[config.mk]
export PLATFORM = sky130hd
export DESIGN_NAME = motor_pwm_multi
export DESIGN_NICKNAME = d
export VERILOG_FILES = /design/src/rtl/motor_pwm_multi.sv
export SDC_FILE = /design/constraint.sdc
export NUM_CORES = 1
export LEC_CHECK = 0
export BUFFER_PORTS_ARGS = -buffer_cell sky130_fd_sc_hd__clkbuf_2
export CORE_ASPECT_RATIO = 1.1
export CORE_MARGIN = 5
export CORE_UTILIZATION = 63
export DETAILED_ROUTE_END_ITERATION = 10
export HOLD_SLACK_MARGIN = 0.02
export PLACE_DENSITY = 0.83
export SKIP_CTS_REPAIR_TIMING = 1
export SYNTH_ARGS = -nofsm -noshare
export SYNTH_HDL_FRONTEND = slang
export SYNTH_SLANG_ARGS = --single-unit
[constraint.sdc]
create_clock -name clkus -period 3.04 [get_ports clkus]
set_input_delay 0.152 -clock clkus [delete_from_list [all_inputs] [get_ports clkus]]
set_output_delay 0.152 -clock clkus [all_outputs]
set_load 0.03 [all_outputs]
[src/rtl/motor_pwm_multi.sv]
// Multi-channel H-bridge PWM; commands land in shadow registers and take effect at the period wrap.
// Define MOTOR_RAMP_EN to make the active duty ramp toward its target by RAMP_STEP per period.
module motor_pwm_multi #(
  parameter int CHANNELS  = 2,
  parameter int CNT_W     = 12,
  parameter int PERIOD    = 2273,
  parameter int RAMP_STEP = 8
) (
  input  logic                clkus,
  input  logic                rst_n,
  input  logic                cmd_valid,
  output logic                cmd_ready,
  input  logic [2:0]          cmd_chan,
  input  logic                cmd_dir,
  input  logic [CNT_W-1:0]    cmd_duty,
  input  logic                cmd_stop,
  output logic                cmd_err,
  output logic [CHANNELS-1:0] motor_fwd,
  output logic [CHANNELS-1:0] motor_back,
  output logic [CHANNELS-1:0] motor_en,
  output logic                period_tick
);
  typedef enum logic [1:0] {ST_STOP, ST_RUN, ST_DEAD} state_t;

  localparam int DW = CNT_W + 1;
  localparam logic [CNT_W-1:0] CNT_MAX  = CNT_W'(PERIOD - 1);
  localparam logic [DW-1:0]    PERIOD_D = DW'(PERIOD);
  localparam logic [3:0]       CH_N     = 4'(CHANNELS);
`ifdef MOTOR_RAMP_EN
  localparam logic [DW-1:0]    RAMP_D   = DW'(RAMP_STEP);
`endif

  logic [CNT_W-1:0] r_cnt;
  logic             r_tick;
  logic             r_err;
  logic             w_accept;
  logic             w_wrap;
  logic             w_chan_bad;
  logic [DW-1:0]    w_cmd_duty;

  assign cmd_ready   = rst_n;
  assign w_accept    = cmd_valid && cmd_ready;
  assign w_wrap      = (r_cnt == CNT_MAX);
  assign w_chan_bad  = ({1'b0, cmd_chan} >= CH_N);
  // Duty is one bit wider than the counter so a full-period (100 %) value always fits.
  assign w_cmd_duty  = ({1'b0, cmd_duty} > PERIOD_D) ? PERIOD_D : {1'b0, cmd_duty};
  assign period_tick = r_tick;
  assign cmd_err     = r_err;

  always_ff @(posedge clkus) begin
    if (!rst_n) begin
      r_cnt  <= '0;
      r_tick <= 1'b0;
      r_err  <= 1'b0;
    end else begin
      r_cnt  <= w_wrap ? '0 : r_cnt + 1'b1;
      r_tick <= w_wrap;
      r_err  <= w_accept && w_chan_bad;
    end
  end

  for (genvar gi = 0; gi < CHANNELS; gi++) begin : g_chan
    logic          r_sh_dir;
    logic          r_sh_stop;
    logic [DW-1:0] r_sh_duty;
    state_t        r_state;
    state_t        w_state_next;
    logic          r_dir;
    logic          w_dir_next;
    logic [DW-1:0] r_duty;
    logic [DW-1:0] w_duty_next;
    logic [DW-1:0] w_start;
    logic [DW-1:0] w_toward;
    logic          w_sel;
    logic          w_on;
    logic          r_fwd;
    logic          r_back;
    logic          r_en;

    assign w_sel = w_accept && !w_chan_bad && (cmd_chan == 3'(gi));

    always_ff @(posedge clkus) begin
      if (!rst_n) begin
        r_sh_dir  <= 1'b1;
        r_sh_duty <= '0;
        r_sh_stop <= 1'b1;
      end else if (w_sel) begin
        r_sh_dir  <= cmd_dir;
        r_sh_duty <= w_cmd_duty;
        r_sh_stop <= cmd_stop;
      end
    end

`ifdef MOTOR_RAMP_EN
    logic [DW:0] w_up;
    assign w_up     = {1'b0, r_duty} + {1'b0, RAMP_D};
    assign w_start  = (RAMP_D >= r_sh_duty) ? r_sh_duty : RAMP_D;
    assign w_toward = (r_duty < r_sh_duty)
                      ? ((w_up >= {1'b0, r_sh_duty}) ? r_sh_duty : w_up[DW-1:0])
                      : (((r_duty - r_sh_duty) <= RAMP_D) ? r_sh_duty : r_duty - RAMP_D);
`else
    assign w_start  = r_sh_duty;
    assign w_toward = r_sh_duty;
`endif

    always_ff @(posedge clkus) begin
      if (!rst_n) begin
        r_state <= ST_STOP;
        r_dir   <= 1'b1;
        r_duty  <= '0;
      end else begin
        r_state <= w_state_next;
        r_dir   <= w_dir_next;
        r_duty  <= w_duty_next;
      end
    end

    always_comb begin
      w_state_next = r_state;
      w_dir_next   = r_dir;
      w_duty_next  = r_duty;
      if (w_wrap) begin
        if (r_sh_stop) begin
          w_state_next = ST_STOP;
          w_duty_next  = '0;
        end else begin
          case (r_state)
            ST_STOP: begin
              if (r_sh_duty != '0) begin
                w_state_next = ST_RUN;
                w_dir_next   = r_sh_dir;
                w_duty_next  = w_start;
              end
            end
            ST_RUN: begin
              // A reversal always passes through one dead period with both pins low.
              if (r_sh_dir != r_dir) begin
                w_state_next = ST_DEAD;
                w_duty_next  = '0;
              end else begin
                w_duty_next  = w_toward;
              end
            end
            ST_DEAD: begin
              w_state_next = ST_RUN;
              w_dir_next   = r_sh_dir;
              w_duty_next  = w_start;
            end
            default: begin
              w_state_next = ST_STOP;
              w_duty_next  = '0;
            end
          endcase
        end
      end
    end

    assign w_on = (r_state == ST_RUN) && ({1'b0, r_cnt} < r_duty);

    always_ff @(posedge clkus) begin
      if (!rst_n) begin
        r_fwd  <= 1'b0;
        r_back <= 1'b0;
        r_en   <= 1'b0;
      end else begin
        r_fwd  <= w_on && r_dir;
        r_back <= w_on && !r_dir;
        r_en   <= (r_state != ST_STOP);
      end
    end

    assign motor_fwd[gi]  = r_fwd;
    assign motor_back[gi] = r_back;
    assign motor_en[gi]   = r_en;
  end

endmodule

==> metrics.md <==
| Metric | Value |
|---|---|
| Status | finished, final reports clean |
| Final Setup Violations | 0 |
| RSZ-0062 raised after global routing | false |
| Syn Nets | around 470 |
| Reg clk slew, reported paths | roughly 90 ps |
| Placed Cells incl. Taps | a little over 500 |
| H-tree levels | 3 |
| Register area | 0.00156 mm^2 |
| Die X-Extent | around 83 um |
| Fmax | 0.482 GHz |
| HP Class | in2reg |
| Filler Cells Inserted | roughly 440 |
| # rows | 29 |
| Final nets | around 480 |
| RD Place Congestion | about 0.85 |
| Yosys warns | 0 |
| PortBufs | 28 |
| Post-Layout Cell Count | around 520 |
| Req. time, crit path | between 3000 and 4000 ps |
| Reg2reg setup slack | 970 ps |
| Post-synth top flop | dfxtp_1 |
| Slew @ Worst Pin | about 770 ps |
| Ports | 29 |
| CTS Buf Count | 9 |
| TritonCTS clock tree | built |
| Inserted Diodes | 0 |
| Pin count of the biggest net entering global routing | 37 |
| Core Area | 0.00577 mm^2 |
| Worst Path Max Fanout | 5 |
| Yosys reg bits | just under 80 |
| Worst skew pair latency | 360 ps |
| Netlist cell types | 43 |
| Most common cell after layout, fill and taps aside | nand2_1 |
| Seq/Total Area, Yosys | 41.7% |
| Area after DPL | 0.00385 mm^2 |
| Drt first-iter violations | approximately 140 |
| Crit path kind | reg2reg |
| Netlist Area Pre-Place | approximately 0.0037 mm^2 |
| Tmin final | 2070 ps |
| Clock Sinks | between 70 and 80 |
| Initial antenna violation count | 0 |
| Layout Skew | between 10 and 15 ps |
| Area occupied by multi-input gates | ~0.0019 mm^2 |
| EDFF count, synth | 0 |
| Effective utilization at floorplan | 64.9% |
| CP endpoint kind | flop |
| Gate Count Post-Synth | 422 |
| Maximum VDD drop | roughly 300 uV |
| WHS Path Cells | 3 |
| Final Hold Viols | 0 |
| Worst EP arrival | between 2000 and 2500 ps |
| Power Density | between 400 and 500 mW/mm^2 |
| Leakage | between 1.5 and 2 nW |
| Via count | roughly 3,000 |
| First-pass GRT wire length | 13,900 um |
| Max-slew violations | 0 |
| Design area | approximately 0.0040 mm^2 |
| Max_slew headroom | approximately 48% |
| WHS Endpoint | g_chan[0].r_sh_duty[0] |
| Die Y | approximately 90 um |
| Commonest cells after routing, fill and taps aside | nand2_1, dfxtp_1, inv_1, mux2i_1, clkbuf_2 |
| Worst reg2reg path startpoint | r_cnt[10] |
| GRT Util Overall | a little under a quarter |
| Fraction of layout cells with a size suffix above 1 | roughly an eighth |
| Layout area overhead | 7.56% |
| Max Cap Violations | 0 |
| Routed Antenna Nets | 0 |
| Setup tns final | 0 ps |
| Max Root-Sink Buffers | 2 |
| Ys async rst share | 0% |
| Die ar. | 0.00758 mm^2 |
| Synth Area per Inst | 8.87 um^2 |
| Type of origin of the critical path | flop |
| Wire per inst | 15.4 um |
| Final period util | about two thirds |
| Post-detail-place hpwl | between 5000 and 6000 um |
| Drt total wl | ~8100 um |
| Hold Startpoint | cmd_duty[0] |
| TritonRoute pass-1 iters | 4 |
| Worst reg2reg path depth | 5 |
| Number of global-route vias before repair | around 2,900 |
| DRC | 0 |
| Root buffer cell | clkbuf_8 |
| Gr ovfl total | 0 |
| Drt via density | between 5 and 6 |
| Worst R2R End | g_chan[1].r_fwd |
registers in the layout, summed over array words and instances (netlist names):
name              flops
g_chan.r_sh_dir       2
cmd_err               1
g_chan.r_dir          2
g_chan.r_state        4
g_chan.r_duty        24
g_chan.r_sh_stop      2
g_chan.r_back         2
r_cnt                12
g_chan.r_fwd          2
g_chan.r_sh_duty     24
period_tick           1
g_chan.r_en           2
layer usage:
layer | GRT usage (%) | vias to the layer above | wire length [um]
met5 | 0 | - | 0
met1 | 29.9 | 1366 | 3740
met4 | 12.3 | 0 | 251
li1 | - | 1491 | -
met3 | 3.56 | 22 | 339
met2 | 35.4 | 80 | 3730
cells in the mapped netlist, drive strengths merged, types with 2 or more instances:
library cell | instances | area [um^2]
nor4 | 8 | 56.3
ha | 24 | 300
or4b | 2 | 20.0
and4 | 4 | 35.0
a31oi | 2 | 12.5
nor2 | 20 | 75.1
buf | 15 | 121
and2 | 2 | 12.5
a31o | 2 | 17.5
nand3 | 12 | 60.1
inv | 34 | 128
a21oi | 24 | 124
o32ai | 2 | 32.5
nor3 | 3 | 15.0
nand4 | 8 | 50.1
or3b | 2 | 17.5
nand2 | 85 | 319
nor2b | 3 | 18.8
xor2 | 10 | 87.6
clkbuf | 9 | 33.8
a32o | 8 | 80.1
dfxtp | 78 | 1560
o21ai | 14 | 92.6
a21o | 4 | 30.0
nand2b | 3 | 18.8
o21a | 2 | 15.0
mux2i | 28 | 280
a2111oi | 2 | 17.5
a211oi | 4 | 30.0
where the power goes:
part,switching [W],internal [W]
registers,0.0000128,0.00103
logic,0.0000688,0.0000373
clock network,0.000411,0.000308
total,0.000493,0.00138
stage by stage:
step	util (%)	setup slack [ps]	hold slack (ps)	total power, W
floorplan	-	1450	276	0.00113
global placement	66.7	1140	409	0.00117
detailed placement	66.7	1140	408	0.00117
CTS	69.8	979	27.7	0.00188
global route	69.8	870	31.0	0.00195
finish	69.8	965	40.9	0.00187
worst max-delay path, cell delays in order, from the launching register on:
cell,delay [ps]
dfxtp_1,460
ha_1,290
a21o_1,190
a2111oi_0,480
o21ai_0,230
a211oi_1,340
cell families after synthesis:
logic type / count (synthesis) / share of synthesized area [%]
multiplexers: 28 / 7.49
AND/OR/NAND/NOR: 157 / 19.9
buffers and inverters: 58 / 7.56
XOR/XNOR: 11 / 2.57
adder cells (fa/ha/maj): 24 / 8.02
flip-flops: 78 / 41.7
AO/OA/AOI/OAI: 66 / 12.7
worst max path at each step:
stage,end,startpoint
after CTS,g_chan[1].r_fwd,r_cnt[10]
after detailed placement,g_chan[0].r_duty[1],r_cnt[0]
after floorplan,g_chan[1].r_back,r_cnt[10]
after global placement,g_chan[1].r_sh_duty[5],rst_n
final,g_chan[1].r_fwd,r_cnt[10]
after global routing,g_chan[1].r_fwd,r_cnt[10]
final cells by class:
cell class	instances	area share [%]
Clock buffer	10	3.17
Clock inverter	6	1.27
Inverter	34	3.17
Multi-Input combinational cell	286	47.2
Sequential cell	78	38.8
Tap cell	77	2.39
Timing Repair Buffer	31	4.04
(Power assumes the default switching activity.)
